===== src/rtl/booth_pkg.sv =====
// Shared types and helpers for the radix-4 Booth sequential multiplier.
package booth_pkg;

  typedef enum logic [1:0] {
    IDLE,
    RUN,
    DONE
  } state_t;

  typedef enum logic [2:0] {
    ZERO,
    POS1,
    POS2,
    NEG2,
    NEG1
  } digit_t;

  // Number of radix-4 digits retired for an n-bit multiplier.
  function automatic int digit_count(input int n);
    return n / 2;
  endfunction

endpackage


===== src/rtl/booth_seq_mult_if.sv =====
// Request/result bundle for booth_seq_mult.
interface booth_seq_mult_if #(
  parameter int N = 32
);
  logic           start;
  logic [N-1:0]   multiplicand;
  logic [N-1:0]   multiplier;
  logic           busy;
  logic           done;
  logic [2*N-1:0] product;

  modport master (
    output start, multiplicand, multiplier,
    input  busy, done, product
  );

  modport slave (
    input  start, multiplicand, multiplier,
    output busy, done, product
  );
endinterface


===== src/rtl/booth_pp_sel.sv =====
// Radix-4 Booth digit decode and N+2-bit partial-product selection.
// Negative digits are returned inverted with neg=1 as the carry-in.
module booth_pp_sel
  import booth_pkg::*;
#(
  parameter int N = 32
) (
  input  logic [N-1:0] y,
  input  logic [2:0]   bits,
  output logic [N+1:0] pp,
  output logic         neg
);

  digit_t digit;

  // Map the overlapping triplet {x[2i+1], x[2i], x[2i-1]} to a digit
  always_comb begin
    digit = ZERO;
    case (bits)
      3'b001, 3'b010: digit = POS1;
      3'b011:         digit = POS2;
      3'b100:         digit = NEG2;
      3'b101, 3'b110: digit = NEG1;
      default:        digit = ZERO;
    endcase
  end

  // Select the sign-extended multiple of Y; ZERO yields 0 with no carry-in
  always_comb begin
    pp  = '0;
    neg = 1'b0;
    case (digit)
      POS1: pp = {{2{y[N-1]}}, y};
      POS2: pp = {y[N-1], y, 1'b0};
      NEG1: begin
        pp  = ~{{2{y[N-1]}}, y};
        neg = 1'b1;
      end
      NEG2: begin
        pp  = ~{y[N-1], y, 1'b0};
        neg = 1'b1;
      end
      default: begin
        pp  = '0;
        neg = 1'b0;
      end
    endcase
  end

endmodule


===== src/rtl/booth_seq_mult.sv =====
// Sequential signed radix-4 Booth multiplier: one digit per RUN cycle.
// Optional macro BOOTH_EARLY_TERM_EN enables early exit once the remaining
// multiplier bits form a pure sign run.
module booth_seq_mult
  import booth_pkg::*;
#(
  parameter int N = 32
) (
  input logic clk,
  input logic reset,
  booth_seq_mult_if.slave bus
);

  localparam int DIGITS = digit_count(N);
  localparam int CW     = $clog2(N / 2) + 1;

  state_t state, state_next;
  logic   busy, done;

  logic [N-1:0]   y_q;
  logic [N:0]     x_q;        // multiplier with x[-1] appended at bit 0
  logic [N+1:0]   hi_q;
  logic [N-1:0]   lo_q;
  logic [CW-1:0]  cnt_q;
  logic [2*N-1:0] product_q;

  logic [N+1:0]          pp;
  logic                  pp_neg;
  logic [N+1:0]          sum;
  logic signed [2*N+1:0] step;
  logic [N:0]            x_next;
  logic                  last;
  logic                  finish;
  logic signed [2*N+1:0] aligned;

  booth_pp_sel #(.N(N)) u_pp_sel (
    .y    (y_q),
    .bits (x_q[2:0]),
    .pp   (pp),
    .neg  (pp_neg)
  );

  // Add the partial product, then shift the {hi, lo} pair right by one digit
  always_comb begin
    sum    = hi_q + pp + (N+2)'(pp_neg);
    step   = $signed({sum, lo_q}) >>> 2;
    x_next = $signed(x_q) >>> 2;
    last   = (cnt_q == CW'(DIGITS - 1));
`ifdef BOOTH_EARLY_TERM_EN
    // Remaining digits are all zero, so skipping them only needs the
    // arithmetic shifts they would have performed.
    finish  = last || (x_next == '0) || (x_next == '1);
    aligned = step >>> {CW'(DIGITS - 1) - cnt_q, 1'b0};
`else
    finish  = last;
    aligned = step;
`endif
  end

  // State register
  always_ff @(posedge clk) begin
    if (reset) state <= IDLE;
    else       state <= state_next;
  end

  // Next-state and status decode
  always_comb begin
    state_next = state;
    busy       = 1'b0;
    done       = 1'b0;
    case (state)
      IDLE: if (bus.start) state_next = RUN;
      RUN: begin
        busy = 1'b1;
        if (finish) state_next = DONE;
      end
      DONE: begin
        busy       = 1'b1;
        done       = 1'b1;
        state_next = IDLE;
      end
      default: state_next = IDLE;
    endcase
  end

  // Operand capture, accumulation and result latch
  always_ff @(posedge clk) begin
    if (reset) begin
      y_q       <= '0;
      x_q       <= '0;
      hi_q      <= '0;
      lo_q      <= '0;
      cnt_q     <= '0;
      product_q <= '0;
    end else begin
      case (state)
        IDLE: if (bus.start) begin
          y_q   <= bus.multiplicand;
          x_q   <= {bus.multiplier, 1'b0};
          hi_q  <= '0;
          lo_q  <= '0;
          cnt_q <= '0;
        end
        RUN: begin
          hi_q  <= step[2*N+1:N];
          lo_q  <= step[N-1:0];
          x_q   <= x_next;
          cnt_q <= cnt_q + CW'(1);
          if (finish) product_q <= (2*N)'(aligned);
        end
        default: ;
      endcase
    end
  end

  assign bus.busy    = busy;
  assign bus.done    = done;
  assign bus.product = product_q;

endmodule


===== src/flat_wrapper.sv =====
// flat-port wrapper written by rule: the top's interface ports become plain ports
module booth_seq_mult_flat import booth_pkg::*;
#(
  parameter int N = 32
)
  (clk, reset, bus_start, bus_multiplicand, bus_multiplier, bus_busy, bus_done, bus_product);
  booth_seq_mult_if #(.N(N)) bus_i ();
  input logic clk;
  input logic reset;
  input wire logic [$bits(bus_i.start)-1:0] bus_start;
  input wire logic [$bits(bus_i.multiplicand)-1:0] bus_multiplicand;
  input wire logic [$bits(bus_i.multiplier)-1:0] bus_multiplier;
  output wire logic [$bits(bus_i.busy)-1:0] bus_busy;
  output wire logic [$bits(bus_i.done)-1:0] bus_done;
  output wire logic [$bits(bus_i.product)-1:0] bus_product;
  assign bus_i.start = bus_start;
  assign bus_i.multiplicand = bus_multiplicand;
  assign bus_i.multiplier = bus_multiplier;
  assign bus_busy = bus_i.busy;
  assign bus_done = bus_i.done;
  assign bus_product = bus_i.product;
  booth_seq_mult #(.N(N)) u_core (.clk(clk), .reset(reset), .bus(bus_i));
endmodule

===== config.mk =====
export PLATFORM = sky130hd
export DESIGN_NAME = booth_seq_mult_flat
export DESIGN_NICKNAME = d
export VERILOG_FILES = /design/src/rtl/booth_pkg.sv /design/src/rtl/booth_seq_mult_if.sv /design/src/rtl/booth_pp_sel.sv /design/src/rtl/booth_seq_mult.sv /design/src/flat_wrapper.sv
export SDC_FILE = /design/constraint.sdc
export NUM_CORES = 1
export LEC_CHECK = 0
export CORE_ASPECT_RATIO = 0.9
export CORE_MARGIN = 10
export CORE_UTILIZATION = 48
export CTS_CLUSTER_SIZE = 12
export DETAILED_ROUTE_END_ITERATION = 8
export PLACE_DENSITY = 0.75
export SLEW_MARGIN = 0
export SYNTH_ARGS = -nofsm -noshare
export SYNTH_HDL_FRONTEND = slang
export SYNTH_HIERARCHICAL = 1
export SYNTH_SLANG_ARGS = --single-unit

===== constraint.sdc =====
create_clock -name clk -period 6.3 [get_ports clk]
set_clock_uncertainty 0.15 [all_clocks]
set_input_delay 1.26 -clock clk [delete_from_list [all_inputs] [get_ports clk]]
set_output_delay 1.26 -clock clk [all_outputs]
set_load 0.05 [all_outputs]

Word-level counts from Yosys, hierarchy flattened
Cells that the tools add are included.
Cells by class
  multiplexer cells: 16
  reductions and logical operators: 11
  $add $sub $neg: 3
  bitwise logic cells: 3
  eq/ne operators: 15
Operator list (count)
  34-bit case mux with 4 select lines: 1
  34-bit inverter: 2
  34-bit case mux with 2 select lines: 1
  33-bit case mux with 2 select lines: 1
  32-bit case mux with 2 select lines: 1
  34-bit by 1-bit adder with 34-bit output: 1
  34-bit adder: 1
  34-bit 2-to-1 mux: 1
  33-bit 2-to-1 mux: 1
  32-bit 2-to-1 mux: 1
  3-bit by 2-bit == test with 1-bit output (second input constant): 4
  3-bit == test (second input constant): 4
  3-bit case mux with 4 select lines: 1
  5-bit case mux with 2 select lines: 1
  2-bit AND reduction: 4
  2-bit OR reduction: 4
  3-bit by 1-bit == test with 1-bit output (second input constant): 2
  5-bit by 1-bit adder with 5-bit output (second input constant): 1
  5-bit by 4-bit == test with 1-bit output (second input constant): 1
  5-bit 2-to-1 mux: 1
  2-bit 2-to-1 mux: 2
  2-bit case mux with 2 select lines: 1
  1-bit 2-to-1 mux: 3
  3-bit AND reduction: 1
  other kinds (7): 7
Word-level totals
  input bits: 67
  bits in registers: 202
  output and inout bits: 66
  word-level logic and storage cells: 56

Logic depth before layout (Yosys ltp)
Gate-level depths: netlist (run 1).
  depth after elaboration: 8
  gate-level depth with buffers: 16
  depth with buffers taken out: 13

By module
Netlist (run 1), hierarchy kept.
By module, submodules not included
  booth_seq_mult: area each 9480.3 um2, cells an instance 1151, seq. area each 3963.8 um2, instances 1
  booth_pp_sel: area each 1213.7 um2, cells an instance 128, seq. area each 0.0 um2, instances 1

Worst setup path before layout (run 1)
OpenSTA, ideal clock, no wires.
  path type: reg-to-reg
  start: reg u_core.x_q[2]
  end: reg u_core.product_q[62], in the netlist u_core/bus.product[62]
  arrival: 3656 ps
  period minus slack after synthesis: 3929 ps
  setup slack: 2371 ps
  data required time: 6028 ps
  stages on the path, launching flop included: 17
  cells stage by stage: dfxtp_1 > buf_2 > buf_4 > buf_4 > inv_1 > a221oi_1 > inv_1 > fa_1 > fa_1 > nor2b_1 > o211ai_2 > a311oi_2 > o21ai_2 > and2_4 > o31a_4 > mux2i_1 > a311o_1
On the way
  word-level cells in the longest chain between the ends: 7
RTL lines
  start, declared: RTL line booth_seq_mult.sv:21  | logic [N:0] x_q;
  start signal, assigned: RTL line booth_seq_mult.sv:99  | x_q <= {bus.multiplier, 1'b0};
  start signal, assigned: RTL line booth_seq_mult.sv:107  | x_q <= x_next;
  3-bit == test (tied with other cells): RTL line booth_pp_sel.sv:19  | case (bits)
  2-bit OR reduction: RTL line booth_pp_sel.sv:19
  3-bit case mux with 4 select lines (*): RTL line booth_pp_sel.sv:19
  3-bit by 2-bit == test with 1-bit output (tied with other cells): RTL line booth_pp_sel.sv:32  | case (digit)
  34-bit case mux with 4 select lines (*): RTL line booth_pp_sel.sv:32
  via u_core.pp[0]: RTL line booth_seq_mult.sv:27  | logic [N+1:0] pp;
  34-bit adder (*): RTL line booth_seq_mult.sv:45  | sum = hi_q + pp + (N+2)'(pp_neg);
  34-bit by 1-bit adder with 34-bit output (*): RTL line booth_seq_mult.sv:45
  end signal, assigned: RTL line booth_seq_mult.sv:109  | if (finish) product_q <= (2*N)'(aligned);
  end, declared: RTL line booth_seq_mult.sv:25  | logic [2*N-1:0] product_q;
The timed path passes the listed nets; every way through them passes the cells marked *.
A chain may end at the register's enable or synchronous reset.

Worst setup path in the final report (run 1)
Ends and elaborated chain as after synthesis.

==> results of run 1 <==
-- cell usage after synthesis (9+ instances only) --
cell      instances
a211oi_1         13
a21o_1           12
a21oi_1         155
a22o_1           12
a22oi_1          41
and3_1           11
buf_1             9
buf_2            13
clkbuf_1         83
dfxtp_1         198
ha_1             38
inv_1            23
mux2_2           21
mux2i_1          12
nand2_1         220
nand3_1          18
nand4_1          10
nand4b_1         31
nor2_1           76
nor3_1           18
o21ai_0          28
o221ai_1         22
o221ai_2         30
o22ai_1          21
xnor2_1          51
xor2_1           11
-- metal layers --
metal	track usage	wire length [um]
met2	0.289	12700
met5	0	16
met4	0.0417	184
met1	0.261	13300
met3	0.0590	2170
-- cells by family (layout without fill, tap and decap cells) --
group,Yosys count,count (layout)
adders and majority gates,40,40
xor gates and xnor gates,62,62
muxes,33,33
and+or+nand+nor,412,412
buffers and inverters,134,203
other,0,2
AOI/OAI and AO/OA,400,400
DFF,198,198
-- critical path, delay by kind of cell, from the launching register on --
family                     cells  cell delay [ps]
AOI/OAI and AO/OA              6             1570
and+or+nand+nor                3             1160
DFF                            1              690
buffers and inverters          2              450
adders and majority gates      1              440
muxes                          1              120
-- how the worst max path moves through the flow --
stage,slack (ps),end,startpoint,depth (start not counted)
final,1610,u_core/bus.product[62],u_core/x_q[2],13
after floorplan,2370,u_core/bus.product[62],u_core/x_q[2],16
after global routing,1330,u_core/bus.product[62],u_core/x_q[2],13
after global placement,1660,u_core/bus.product[62],u_core/x_q[2],13
after detailed placement,1640,u_core/bus.product[62],u_core/x_q[2],13
after CTS,1610,u_core/bus.product[62],u_core/x_q[2],13
-- through the flow --
step                setup slack, ps  instances
finish                         1610       1641
global route                   1330       1639
CTS                            1610       1639
detailed placement             1640       1607
global placement               1660       1607
floorplan                      2370       1279
-- flip-flops by register name, indices dropped and copies added (netlist names) --
signal and cells:
u_core/y_q 32, u_core/lo_q 30, u_core/state 2, u_core/x_q 33
u_core/bus.product 64, u_core/hi_q 32, u_core/cnt_q 5
-- layout make-up --
cell class,instances,area (sq um)
fillers,1953,9030
multi-input cells,947,6210
flip-flops and latches,198,3970
repair buffers,148,1440
clock buffers,17,425
well taps,291,364
clock inverters,15,234
inverters,23,86.3
diodes,2,5.00
-- power breakdown --
part / switching, mW / total [mW] / internal (mW) / leakage (nW)
Clock: 0.623 / 1.20 / 0.572 / 0.317
Sequential: 0.0582 / 1.36 / 1.30 / 1.61
Combinational: 0.402 / 0.682 / 0.279 / 2.58
Total: 1.08 / 3.24 / 2.15 / 4.50
==> impl_metrics.ini, run 1 <==
[cts]
cts_tree = built
ctsHtreeMaxLevel = 4
cts_resized = 0
post_cts_buffers = 0
numCtsBuffers = 17
cts.path.max_buffers = 2
holdBufCountCts = 0
root_buffer = clkbuf_16
clk_pin_slew_worst_paths_ps = 80
clk-insertion-delay-late_ps = 450
numClockSinks = 198

[logic_synthesis]
synth_warnings = 6
synth_top_area_share = 0.371
ys_ff_latch = 198
synth-edff-count = 0
seq_area_frac_synth = 0.371
synthFlopType = dfxtp_1
synthCells = 1279
yosysTopAreaCell = dfxtp_1
avgSynthCellArea_sq_um = 8.36
synth-adder-area-share = 0.0482
synth-simple-area-share = 0.177
synth_compound_area_frac = 0.268
synth_top_family_by_area = compound AO/OA/AOI/OAI gates
synth_nets = 1386
synth_xor_area_frac = 0.0508
synth_cell_type_count = 69
muxShareOfSynthArea = 0.0333
async_reset_ff_frac = 0
synth.area.top_cells = dfxtp_1, nand2_1, a21oi_1, ha_1, o221ai_2
syn_area_sq_um = 10700

[sta]
finalCritPeriodShare = 0.745
rsz0062_at_grt = no
hold_ws_ps = 304
max_freq_mhz = 213
finalSetupViolCount = 0
tns_ps = 0
relSlewSlack = 0.201
hold_viol = 0
period_needed_ps = 4690
slew_viol_final = 0
tightest_slew_ps = 1190

[finish]
fin_util = 0.585
drive_gt1_frac = 0.0927
area_delta_synth_final_pct = 19.0
nNetsFinal = 1442
mostFrequentLayoutCell = nand2_1
final_cell_mix = nand2_1, dfxtp_1, a21oi_1, clkdlybuf4s50_1, nor2_1
final_area_sq_um = 12700

[drt]
via_count = 9447
drt-initial-drc-count = 679
wirelength_mm = 28.4
route.detailed.vias_per_inst = 5.76
firstDrtPassIters = 5
wl_per_cell_um = 17.3
drc = 0
ant_nets = 0

[floorplan]
die-area_sq_um = 28700
io_pins = 133
dieHeight_um = 162
die_x_um = 177
initial_core_util = 0.491
placement_rows = 51
core_sq_um = 21800

[worst_hold_path]
holdPathStages = 2
hold_path_class = flop to flop
hold_start = u_core/bus.product[52]
whs_endpoint = u_core/bus.product[52]

[critical_path]
cp_max_fo = 30
cp-end-kind = flop
crit_slowest_cell = or3b_1
cp.arrival_ps = 4880
r2r-end = u_core/bus.product[62]
crit_path_cell_trace = or3b_1 -> buf_4 -> o221ai_2 -> inv_1 -> fa_1 -> nor2b_1 -> o211ai_2 -> a311oi_2 -> o21ai_2 -> and2_4 -> o31a_4 -> mux2i_1 -> a311o_1
ff2ff_setup_slack_ps = 1610
critical_path_class = flop to flop
startpoint_type = flop
required_ps = 6480
rr_worst_depth = 13
worstReg2RegStart = u_core/x_q[2]
critPathMaxStageDelay_ps = 760

[global_route]
antenna_found_initial = 3
grt.total_usage = 0.191
grt_pass1_vias = 8714
grt-ovfl-total = 0
grt_max_degree = 91
grt_pass1_wl_mm = 45.6

[power_and_ir_drop]
p_per_area_nw_per_um2 = 254
cellLeakagePower_nw = 4.50
ir_worst_vdd_mv = 0.157
p_total_mw = 3.24

[placement]
place_area_sq_um = 12100
dp_hpwl_mm = 19.3
gp_congestion = 0.920
portBuffers = 132

[outcome]
status = completed

[flow_run]
cap_violations = 0
Note: power is estimated with default switching activity, not from simulation.
==> run 2, diff against run 1 <==
==> constraint.sdc (replaced) <==
create_clock -name clk -period 4.88 [get_ports clk]
set_clock_uncertainty 0.15 [all_clocks]
set_input_delay 0.976 -clock clk [delete_from_list [all_inputs] [get_ports clk]]
set_output_delay 0.976 -clock clk [all_outputs]
set_load 0.05 [all_outputs]
==> run 2 against run 1 <==
Against the previous run:
- combinational power is 32% higher
- wire length is 2.6% higher
- via count is 2.2% higher
- final area is 0.54% higher
- register-to-register slack worse by 1000 ps
- total power is 30% higher
- critical path type unchanged
- largest cell class unchanged
==> impl_metrics.ini, run 2 (synthesis gave the netlist of run 1 again) <==
[sta]
finalSetupViolCount = 0
relSlewSlack = 0.230
hold_ws_ps = 306
hold_viol = 0
slew_viol_final = 0
max_freq_mhz = 232
rsz0062_at_grt = no
period_needed_ps = 4310
tightest_slew_ps = 1150
fin_ws_ps = 572
finalCritPeriodShare = 0.883
tns_ps = 0

[placement]
dp_hpwl_mm = 20.2
gp_congestion = 0.901
post-place-ws_ps = 676
portBuffers = 132

[finish]
area_delta_synth_final_pct = 19.6
nNetsFinal = 1450
fin_util = 0.588
n_fill_cell = 1954
final_cell_mix = nand2_1, dfxtp_1, a21oi_1, clkdlybuf4s50_1, nor2_1
mostFrequentLayoutCell = nand2_1
drive_gt1_frac = 0.0966
largest_register_ffs = 64

[critical_path]
cp_max_fo = 33
cp.arrival_ps = 4490
ff2ff_setup_slack_ps = 570
endpoint = u_core/bus.product[62]
cp-end-kind = flop
worstReg2RegStart = u_core/x_q[2]
startpoint_type = flop
required_ps = 5070
crit_start = u_core/x_q[2]
critical_path_class = flop to flop
rr_worst_depth = 14
r2r-end = u_core/bus.product[62]

[global_route]
grt.total_usage = 0.200
antenna_found_initial = 2
grt-ovfl-total = 0
grt_pass1_wl_mm = 47.6
grt_max_degree = 73
grt_pass1_vias = 9100

[power_and_ir_drop]
p_per_area_nw_per_um2 = 329
cellLeakagePower_nw = 4.55
ir_worst_vdd_mv = 0.203

[cts]
cts_tree = built
numClockSinks = 198
numCtsBuffers = 17
cts.path.max_buffers = 2
post_cts_buffers = 0
cts_resized = 0
ctsHtreeMaxLevel = 4
clk-insertion-delay-late_ps = 450
clk_pin_slew_worst_paths_ps = 90
holdBufCountCts = 0
root_buffer = clkbuf_16

[worst_hold_path]
hold_start = u_core/bus.product[46]
holdPathStages = 2
hold_path_class = flop to flop

[floorplan]
io_pins = 133
placement_rows = 51
die_x_um = 177
initial_core_util = 0.491
core_sq_um = 21800
dieHeight_um = 162
die-area_sq_um = 28700

[drt]
wl_met3_mm = 2.28
wl_per_cell_um = 17.7
top_layer_used = met5
via_count = 9659
route.detailed.vias_per_inst = 5.86
ant_nets = 0
drc = 0
firstDrtPassIters = 5
wirelength_mm = 29.1
drt-initial-drc-count = 815
dr_wl_met2_mm = 13.0
met1Wirelength_mm = 13.6

[outcome]
status = completed

[flow_run]
cap_violations = 0
run 2: cell count changes in the layout (fill, tap and decap cells not counted):
cell	delta
buf_4	+7
inv_16	+1
inv_12	-1
buf_12	+1
nor2_1	+2
diode_2	-1
nor2_2	-2
run 2: worst max-delay path: stages (launching register included):
cell      delay, ps
dfxtp_2         380
buf_4           340
inv_1           100
a221oi_1        280
inv_1           100
fa_1            430
fa_1            420
nor2b_1         230
o211ai_2        180
a311oi_2        450
o21ai_2         170
and2_4          190
o31a_4          340
mux2i_1         120
a311o_1         310
run 2: cell type report:
type / instances / area [sq um] / area share
antenna: 1 / 2.50 / 0.000196
clock buffer: 17 / 425 / 0.0332
clock inverter: 15 / 238 / 0.0186
inverter: 23 / 86.3 / 0.00675
multi-input combinational: 947 / 6200 / 0.485
sequential: 198 / 3970 / 0.310
tap: 291 / 364 / 0.0285
timing repair buffer: 156 / 1510 / 0.118
run 2: worst min path at each step:
stage                                   endpoint
after floorplan                  u_core/hi_q[17]
after global placement     u_core/bus.product[0]
after detailed placement   u_core/bus.product[0]
after CTS                 u_core/bus.product[55]
after global routing      u_core/bus.product[52]
final                     u_core/bus.product[46]
run 2: routing by layer:
layer  global-route usage  up-vias
li1                     -     4779
met1                0.271     4582
met2                0.306      274
met3               0.0606       22
met4               0.0394        2
met5                    0        -
run 2: through the flow:
stage	power (mW)	std cells	instance area [sq um]
5_1_grt	4.40	1647	12800
6_report	4.20	1648	12800
3_3_place_gp	2.66	1615	12100
2_1_floorplan	2.44	1279	10700
4_1_cts	4.22	1647	12800
3_5_place_dp	2.67	1615	12100
run 2: where the power goes:
| part | leakage, nW | switching, mW | internal, mW |
|---|---|---|---|
| combinational | 2.62 | 0.525 | 0.371 |
| sequential | 1.61 | 0.0706 | 1.68 |
| clock | 0.320 | 0.814 | 0.741 |
